### config.mk
export PLATFORM = sky130hd
export DESIGN_NAME = sdiv_arbiter
export DESIGN_NICKNAME = d
export VERILOG_FILES = /design/src/rtl/sdiv_arbiter.sv
export SDC_FILE = /design/constraint.sdc
export NUM_CORES = 1
export LEC_CHECK = 0
export BUFFER_PORTS_ARGS = -buffer_cell sky130_fd_sc_hd__buf_2
export CORE_MARGIN = 2
export CORE_UTILIZATION = 40
export CTS_BUF_LIST = sky130_fd_sc_hd__clkbuf_16
export DETAILED_ROUTE_END_ITERATION = 8
export PLACE_DENSITY = 0.67
export SLEW_MARGIN = 0
export SYNTH_ARGS = -nofsm -noshare
export SYNTH_HDL_FRONTEND = slang
export SYNTH_SLANG_ARGS = --single-unit
### constraint.sdc
create_clock -name clk -period 6.3 [get_ports clk]
set_input_delay 0.315 -clock clk [delete_from_list [all_inputs] [get_ports clk]]
set_output_delay 0.315 -clock clk [all_outputs]
set_load 0.1 [all_outputs]
### src/rtl/sdiv_arbiter.sv
// Round-robin front end sharing one serial 8/4-bit divider between two client ports.
// Optional macro SDIV_ERRCHK_EN: reject divide-by-zero / quotient overflow without using the divider.
module sdiv_arbiter #(
   parameter int TIMEOUT = 31
) (
   input  logic       clk,
   input  logic       reset,
   input  logic       req0,
   input  logic       req1,
   input  logic [7:0] word1_0,
   input  logic [7:0] word1_1,
   input  logic [3:0] word2_0,
   input  logic [3:0] word2_1,
   output logic       gnt0,
   output logic       gnt1,
   output logic       done0,
   output logic       done1,
   output logic [3:0] quotient0,
   output logic [3:0] quotient1,
   output logic [3:0] reminder0,
   output logic [3:0] reminder1,
   output logic       err0,
   output logic       err1,
   output logic [7:0] div_word1,
   output logic [3:0] div_word2,
   output logic       div_start,
   input  logic [3:0] div_quotient,
   input  logic [3:0] div_reminder,
   input  logic       div_ready,
   output logic       busy
);

   typedef enum logic [2:0] {
      IDLE      = 3'd0,
      ISSUE     = 3'd1,
      WAIT_BUSY = 3'd2,
      WAIT_DONE = 3'd3,
      RESP      = 3'd4
   } state_t;

   // Each phase counter starts at 1 on the cycle that opens the phase, so abort fires
   // when the next count would reach TIMEOUT.
   localparam logic [4:0] TO_LAST = 5'(TIMEOUT - 1);

   state_t     state_q, state_d;
   logic       win_q, win_d;
   logic       last_q, last_d;
   logic       chk_err_q, chk_err_d;
   logic [4:0] cnt_q, cnt_d;
   logic [7:0] w1_q, w1_d;
   logic [3:0] w2_q, w2_d;
   logic [3:0] quo0_q, quo0_d, quo1_q, quo1_d;
   logic [3:0] rem0_q, rem0_d, rem1_q, rem1_d;
   logic       err0_q, err0_d, err1_q, err1_d;

   logic       sel1_s;
   logic [7:0] cand_w1_s;
   logic [3:0] cand_w2_s;
   logic       pre_err_s;
   logic       to_s;
   logic       wr_s;
   logic [3:0] wr_quo_s, wr_rem_s;
   logic       wr_err_s;

   // Winner selection and operand pre-check for a grant in IDLE
   always_comb begin
      if (req0 && req1) begin
         sel1_s = ~last_q;
      end else begin
         sel1_s = req1;
      end
      cand_w1_s = sel1_s ? word1_1 : word1_0;
      cand_w2_s = sel1_s ? word2_1 : word2_0;
      pre_err_s = 1'b0;
`ifdef SDIV_ERRCHK_EN
      pre_err_s = (cand_w2_s == 4'd0) || (cand_w1_s[7:4] >= cand_w2_s);
`endif
   end

   assign to_s = (cnt_q == TO_LAST);

   // Sequencer next-state, grant/start strobes and result write request
   always_comb begin
      state_d   = state_q;
      win_d     = win_q;
      last_d    = last_q;
      cnt_d     = cnt_q;
      w1_d      = w1_q;
      w2_d      = w2_q;
      chk_err_d = chk_err_q;
      gnt0      = 1'b0;
      gnt1      = 1'b0;
      div_start = 1'b0;
      wr_s      = 1'b0;
      wr_quo_s  = 4'h0;
      wr_rem_s  = 4'h0;
      wr_err_s  = 1'b0;
      case (state_q)
         IDLE: begin
            if (req0 || req1) begin
               gnt0      = ~sel1_s;
               gnt1      = sel1_s;
               win_d     = sel1_s;
               w1_d      = cand_w1_s;
               w2_d      = cand_w2_s;
               chk_err_d = pre_err_s;
               cnt_d     = 5'd1;
               state_d   = ISSUE;
            end else begin
               state_d = IDLE;
            end
         end
         ISSUE: begin
            // A rejected operand pair passes through ISSUE without touching the divider
            if (chk_err_q) begin
               wr_s     = 1'b1;
               wr_quo_s = 4'hF;
               wr_rem_s = w1_q[3:0];
               wr_err_s = 1'b1;
               state_d  = RESP;
            end else if (div_ready) begin
               div_start = 1'b1;
               cnt_d     = 5'd1;
               state_d   = WAIT_BUSY;
            end else if (to_s) begin
               wr_s     = 1'b1;
               wr_quo_s = 4'hF;
               wr_rem_s = 4'hF;
               wr_err_s = 1'b1;
               state_d  = RESP;
            end else begin
               cnt_d = cnt_q + 5'd1;
            end
         end
         WAIT_BUSY: begin
            if (!div_ready) begin
               cnt_d   = 5'd1;
               state_d = WAIT_DONE;
            end else if (to_s) begin
               wr_s     = 1'b1;
               wr_quo_s = 4'hF;
               wr_rem_s = 4'hF;
               wr_err_s = 1'b1;
               state_d  = RESP;
            end else begin
               cnt_d = cnt_q + 5'd1;
            end
         end
         WAIT_DONE: begin
            if (div_ready) begin
               wr_s     = 1'b1;
               wr_quo_s = div_quotient;
               wr_rem_s = div_reminder;
               wr_err_s = 1'b0;
               state_d  = RESP;
            end else if (to_s) begin
               wr_s     = 1'b1;
               wr_quo_s = 4'hF;
               wr_rem_s = 4'hF;
               wr_err_s = 1'b1;
               state_d  = RESP;
            end else begin
               cnt_d = cnt_q + 5'd1;
            end
         end
         RESP: begin
            last_d    = win_q;
            chk_err_d = 1'b0;
            state_d   = IDLE;
         end
         default: begin
            state_d = IDLE;
         end
      endcase
   end

   // Per-port result registers; only the current winner is ever written
   always_comb begin
      if (wr_s && !win_q) begin
         quo0_d = wr_quo_s;
         rem0_d = wr_rem_s;
         err0_d = wr_err_s;
      end else begin
         quo0_d = quo0_q;
         rem0_d = rem0_q;
         err0_d = err0_q;
      end
      if (wr_s && win_q) begin
         quo1_d = wr_quo_s;
         rem1_d = wr_rem_s;
         err1_d = wr_err_s;
      end else begin
         quo1_d = quo1_q;
         rem1_d = rem1_q;
         err1_d = err1_q;
      end
   end

   // State and datapath registers
   always_ff @(posedge clk or negedge reset) begin
      if (!reset) begin
         state_q   <= IDLE;
         win_q     <= 1'b0;
         last_q    <= 1'b1;
         chk_err_q <= 1'b0;
         cnt_q     <= 5'd0;
         w1_q      <= 8'h00;
         w2_q      <= 4'h0;
         quo0_q    <= 4'h0;
         rem0_q    <= 4'h0;
         err0_q    <= 1'b0;
         quo1_q    <= 4'h0;
         rem1_q    <= 4'h0;
         err1_q    <= 1'b0;
      end else begin
         state_q   <= state_d;
         win_q     <= win_d;
         last_q    <= last_d;
         chk_err_q <= chk_err_d;
         cnt_q     <= cnt_d;
         w1_q      <= w1_d;
         w2_q      <= w2_d;
         quo0_q    <= quo0_d;
         rem0_q    <= rem0_d;
         err0_q    <= err0_d;
         quo1_q    <= quo1_d;
         rem1_q    <= rem1_d;
         err1_q    <= err1_d;
      end
   end

   assign done0     = (state_q == RESP) && !win_q;
   assign done1     = (state_q == RESP) && win_q;
   assign busy      = (state_q != IDLE);
   assign div_word1 = w1_q;
   assign div_word2 = w2_q;
   assign quotient0 = quo0_q;
   assign reminder0 = rem0_q;
   assign err0      = err0_q;
   assign quotient1 = quo1_q;
   assign reminder1 = rem1_q;
   assign err1      = err1_q;

endmodule
=== Word-level counts from Yosys, hierarchy flattened ===
Cells that the tools add are included.

* Register bits: 41
* Latch bits: 0
* Memory bits (writable): 0
* ROM bits: 0
* Bits of input ports: 37
* Output and inout port bits: 36
* Logic and storage cells: 80
* Memories kept: 0

* $add $sub $neg: 1
* Multipliers: 0
* Divide/modulo/power cells: 0
* $lt $le $gt $ge: 0
* Eq/ne operators: 8
* Shift operators: 0
* Muxes and demuxes: 42
* Bitwise logic cells: 2
* Reductions and logical operators: 14

{| class="wikitable"
|+ Operator list
! kind !! count
|-
| 4-bit two-way mux || 8
|-
| 5-bit two-way mux || 6
|-
| 4-bit case mux with 3 select lines || 2
|-
| 5-bit case mux with 4 select lines || 1
|-
| 1-bit two-way mux || 15
|-
| 3-bit two-way mux || 5
|-
| 3-bit case mux with 4 select lines || 1
|-
| 8-bit two-way mux || 1
|-
| 3-bit by 2-bit equality test with 1-bit output (second input constant) || 2
|-
| 2-bit != test (second input constant) || 3
|-
| 1-bit case mux with 3 select lines || 2
|-
| 5-bit by 1-bit adder with 5-bit output (second input constant) || 1
|-
| 5-bit equality test (second input constant) || 1
|-
| 1-bit logical AND || 5
|-
| 2-bit AND reduction || 2
|-
| 4-bit AND reduction || 1
|-
| 4-bit nonzero test || 1
|-
| 3-bit by 1-bit equality test with 1-bit output (second input constant) || 1
|-
| 3-bit equality test (second input constant) || 1
|-
| 3-bit logical NOT || 1
|-
| 3-bit nonzero test || 1
|-
| 1-bit inverter || 2
|-
| 1-bit case mux with 2 select lines || 1
|-
| 2-bit nonzero test || 1
|-
| other kinds (2) || 2
|}

=== Depth between registers and ports, before layout ===
* Depth after elaboration: 6
* Depth in mapped cells: 7
* Depth with buffers taken out: 6

=== Worst setup path after synthesis ===
Ideal clock, no wire load.

* Path type: register to output
* From: reg state_q[1]
* To: out gnt0
* Data arrival time: 3.234 ns
* Data required time: 5.985 ns
* Slack: 2.751 ns
* Stages on the path, launching flop included: 6
* Path buffers: 2
* Path through: dfrtp_1 -> or3_1 -> or2_2 -> clkbuf_1 -> buf_2 -> nor2_1

* Longest elaborated chain between the ends: 2

{| class="wikitable"
|+ Ends and longest elaborated chain
! element !! line !! RTL
|-
| start, declared || 45 || <nowiki>state_t state_q, state_d;</nowiki>
|-
| start signal, assigned || 216 || <nowiki>state_q <= state_d;</nowiki>
|-
| 3-bit logical NOT || 98 || <nowiki>case (state_q)</nowiki>
|-
| 1-bit two-way mux || 98 ||
|-
| end, declared || 14 || <nowiki>output logic gnt0,</nowiki>
|}

No other way between the ends.

=== Final worst setup path ===
* From: reg state_q[2]
* To: out gnt0

The elaborated chain is that of the path after synthesis.

==> results by group <==
Floorplan
  • Site row count: 25
  • Core Area: 4660 sq um
  • Die span in x: approximately 73 microns
  • Starting Density: between 40% and 50%
  • Die height: 73.1 microns
  • Die footprint: between 5000 and 6000 sq um
  • I/O pin cnt: 73

Place
  • Hpwl dp: roughly 2800 microns
  • Placed Area: 2320 sq um
  • GPL Wtd Cong: ~0.71
  • PortBufs: between 70 and 80

Layout
  • Commonest cells after routing, fill and taps aside: 72 x buf_2, 39 x dfrtp_1, 18 x mux2_2
  • Final Cell Area: between 2000 and 2500 sq um
  • Layout cells sized above 1: a little under half
  • Fill cells: about 430
  • Area occupied by multi-input gates: ~870 sq um
  • Ant diodes: 0
  • Area Growth Syn to Fin: 28.7%
  • FF/Latch Area: around 1000 sq um
  • Commonest non-fill, non-tap cell in the layout: buf_2
  • Final #Nets: between 200 and 300

Synth
  • Mux cell area share after synthesis: around 16%
  • Syn_nets: slightly above 200
  • Post-synthesis async set-or-reset flop share: 100%
  • EDFF count, synth: 0
  • Average size of a mapped cell: about 11 sq um
  • Top_reg_cell synth: dfrtp_1
  • Mapped cell area: ~1900 sq um
  • Synth Area in Simple Gates: between 10% and 20%
  • FF+latch count, synth: 40
  • Syn. warnings: 0
  • Sequential area share after synthesis: a little over half
  • Post-Synth Adder-Cell Area: between 1 and 1.5%
  • Synth Area in Compound Gates: a little over an eighth
  • Synth cell types: 39
  • Largest family of logic cells by synthesized area: multiplexers
  • Post-Synthesis Cells: 168
  • Synth Area in XOR/XNOR: 0%

STA
  • RSZ-0062 raised after global routing: no
  • Final-report setup violation count: 0
  • Fin crit share: 41.7%
  • Max Clk Rate: 380 MHz
  • Hold Slack: 0.163 ns
  • Final Skew: around 0.0023 ns
  • Max transition margin: a little over two fifths
  • Final hold vios: 0
  • Crit path time final: ~2.6 ns
  • Worst slew pin tran: approximately 0.88 ns
  • Setup TNS: 0 ns
  • Final Slew Violations: 0

Route
  • Routed length on met3: ~340 microns
  • Post-Route WL: 3750 microns
  • Routed vias: approximately 1500
  • DRC errors left: 0
  • Antenna viol nets, final: 0
  • Vias per inst: just under 5
  • M1 WL: between 1500 and 2000 microns
  • Top sig layer: met4
  • Drt wl/cell: about 13 microns
  • Iter 0 DRT Violations: between 50 and 60
  • First-pass DRT Iterations: 4
  • DR WL met2: between 1500 and 2000 microns

Critical path
  • Critical path cell sequence: or3_1 > or2_2 > nor2_1 > buf_2
  • Critical Path Start Type: flip-flop
  • Cell family with most CP delay: simple AND/OR/NAND/NOR gates
  • WP data arrival: 2.31 ns
  • R2R depth: 6
  • Launching point of the worst reg2reg path: cnt_q[0]
  • Max incr delay on CP: ~0.52 ns
  • Crit Path Class: flip-flop to primary output
  • RR Endpoint: err0
  • Max FO, Critical Path: 26
  • CP endpoint kind: primary output
  • Buf+Inv Stages, Crit Path: 1
  • Slowest cell on the critical path: dfrtp_1
  • Worst EP required: 5.98 ns
  • Crit path from: state_q[2]
  • Reg2reg setup slack: ~4.1 ns

CTS
  • Post-CTS Hold Buffers: 0
  • CTS clk-pin slew, worst paths: around 0.050 ns
  • TritonCTS clock tree: yes
  • Clock buffer count from CTS: 5
  • Clk sinks: 40
  • Postcts setup bufs: 0
  • Post-cts sizing count: 0
  • Bufs on Longest Clock Path: 2
  • H-tree depth: 2
  • Clock latency at the later pin of the worst-skew pair: ~0.27 ns
  • Clock root buffer: clkbuf_16

Status
  • Run status: complete, no violations

Job
  • Max Cap Viol: 0

GRT
  • First-pass GRT wire length: roughly 6000 microns
  • GRT Total Usage: roughly 15%
  • Grt ovf: 0
  • Initial antenna violation count: 0
  • Largest net degree at the start of global routing: 41
  • Vias in the first global route: between 1000 and 1500

Hold path
  • Min-Delay Path Class: input port to asynchronous set/reset pin
## metrics by stage
step | worst slack (ns) | utilization [%] | std cells
2_1_floorplan | 2.75 | - | 168
3_3_place_gp | 3.97 | 49.8 | 289
3_5_place_dp | 3.94 | 49.8 | 289
4_1_cts | 3.65 | 52.8 | 297
5_1_grt | 3.56 | 52.8 | 297
6_report | 3.67 | 52.8 | 297
## worst max path at each step
| stage | slack, ns | to | cells past startpoint |
|---|---|---|---|
| 3_5_place_dp | 3.94 | gnt0 | 4 |
| 4_1_cts | 3.65 | gnt0 | 4 |
| 3_3_place_gp | 3.97 | gnt0 | 4 |
| 6_report | 3.67 | gnt0 | 4 |
| 2_1_floorplan | 2.75 | gnt0 | 5 |
| 5_1_grt | 3.56 | gnt0 | 4 |
## state kept, by name, summed over array words and instances, names as in the netlist, 3 cells and up
| register | count |
|---|---|
| div_word2 | 4 |
| div_word1 | 8 |
| quotient0 | 4 |
| cnt_q | 5 |
| state_q | 3 |
| quotient1 | 4 |
| reminder0 | 4 |
| reminder1 | 4 |
## kinds of logic (layout without fill, tap and decap cells)
group / Yosys count / in the layout
muxes: 29 / 29
buffers and inverters: 10 / 85
AOI/OAI and AO/OA: 36 / 36
and+or+nand+nor: 51 / 51
adders and majority gates: 2 / 2
DFF: 40 / 40
## layer usage
metal  vias up  GRT usage, %
li1        742             -
met1       670          19.6
met2        63          23.6
met3         2          4.42
met4         0          3.09
met5         -             0
## cell usage after synthesis (all sizes together), types with 2 or more instances
cell	count	share of area, %
a21o	4	1.6
and3	3	0.98
nand3	2	0.52
nor2b	2	0.65
mux2i	11	5.8
buf	5	1.3
o22a	2	0.92
nor3b	2	0.79
nor2	10	2.0
or2	9	2.9
nand2b	2	0.65
o21bai	2	0.98
a21oi	6	1.8
mux2	18	11
dfrtp	39	51
o21ai	12	3.1
clkbuf	2	0.39
nand2	15	2.9
inv	3	0.59
ha	2	1.3
nand3b	2	1.4
## layout make-up
class,count,area share (%)
clock buffer,5,5.08
clock inverter,3,0.559
inverter,3,0.458
multi-input combinational,118,35.2
sequential,40,40.7
tap,54,2.75
timing repair buffer,74,15.3
Power is left out: the tool's default activity adds up to more than one toggle a clock period on the data nets, which glitch-free logic cannot reach.
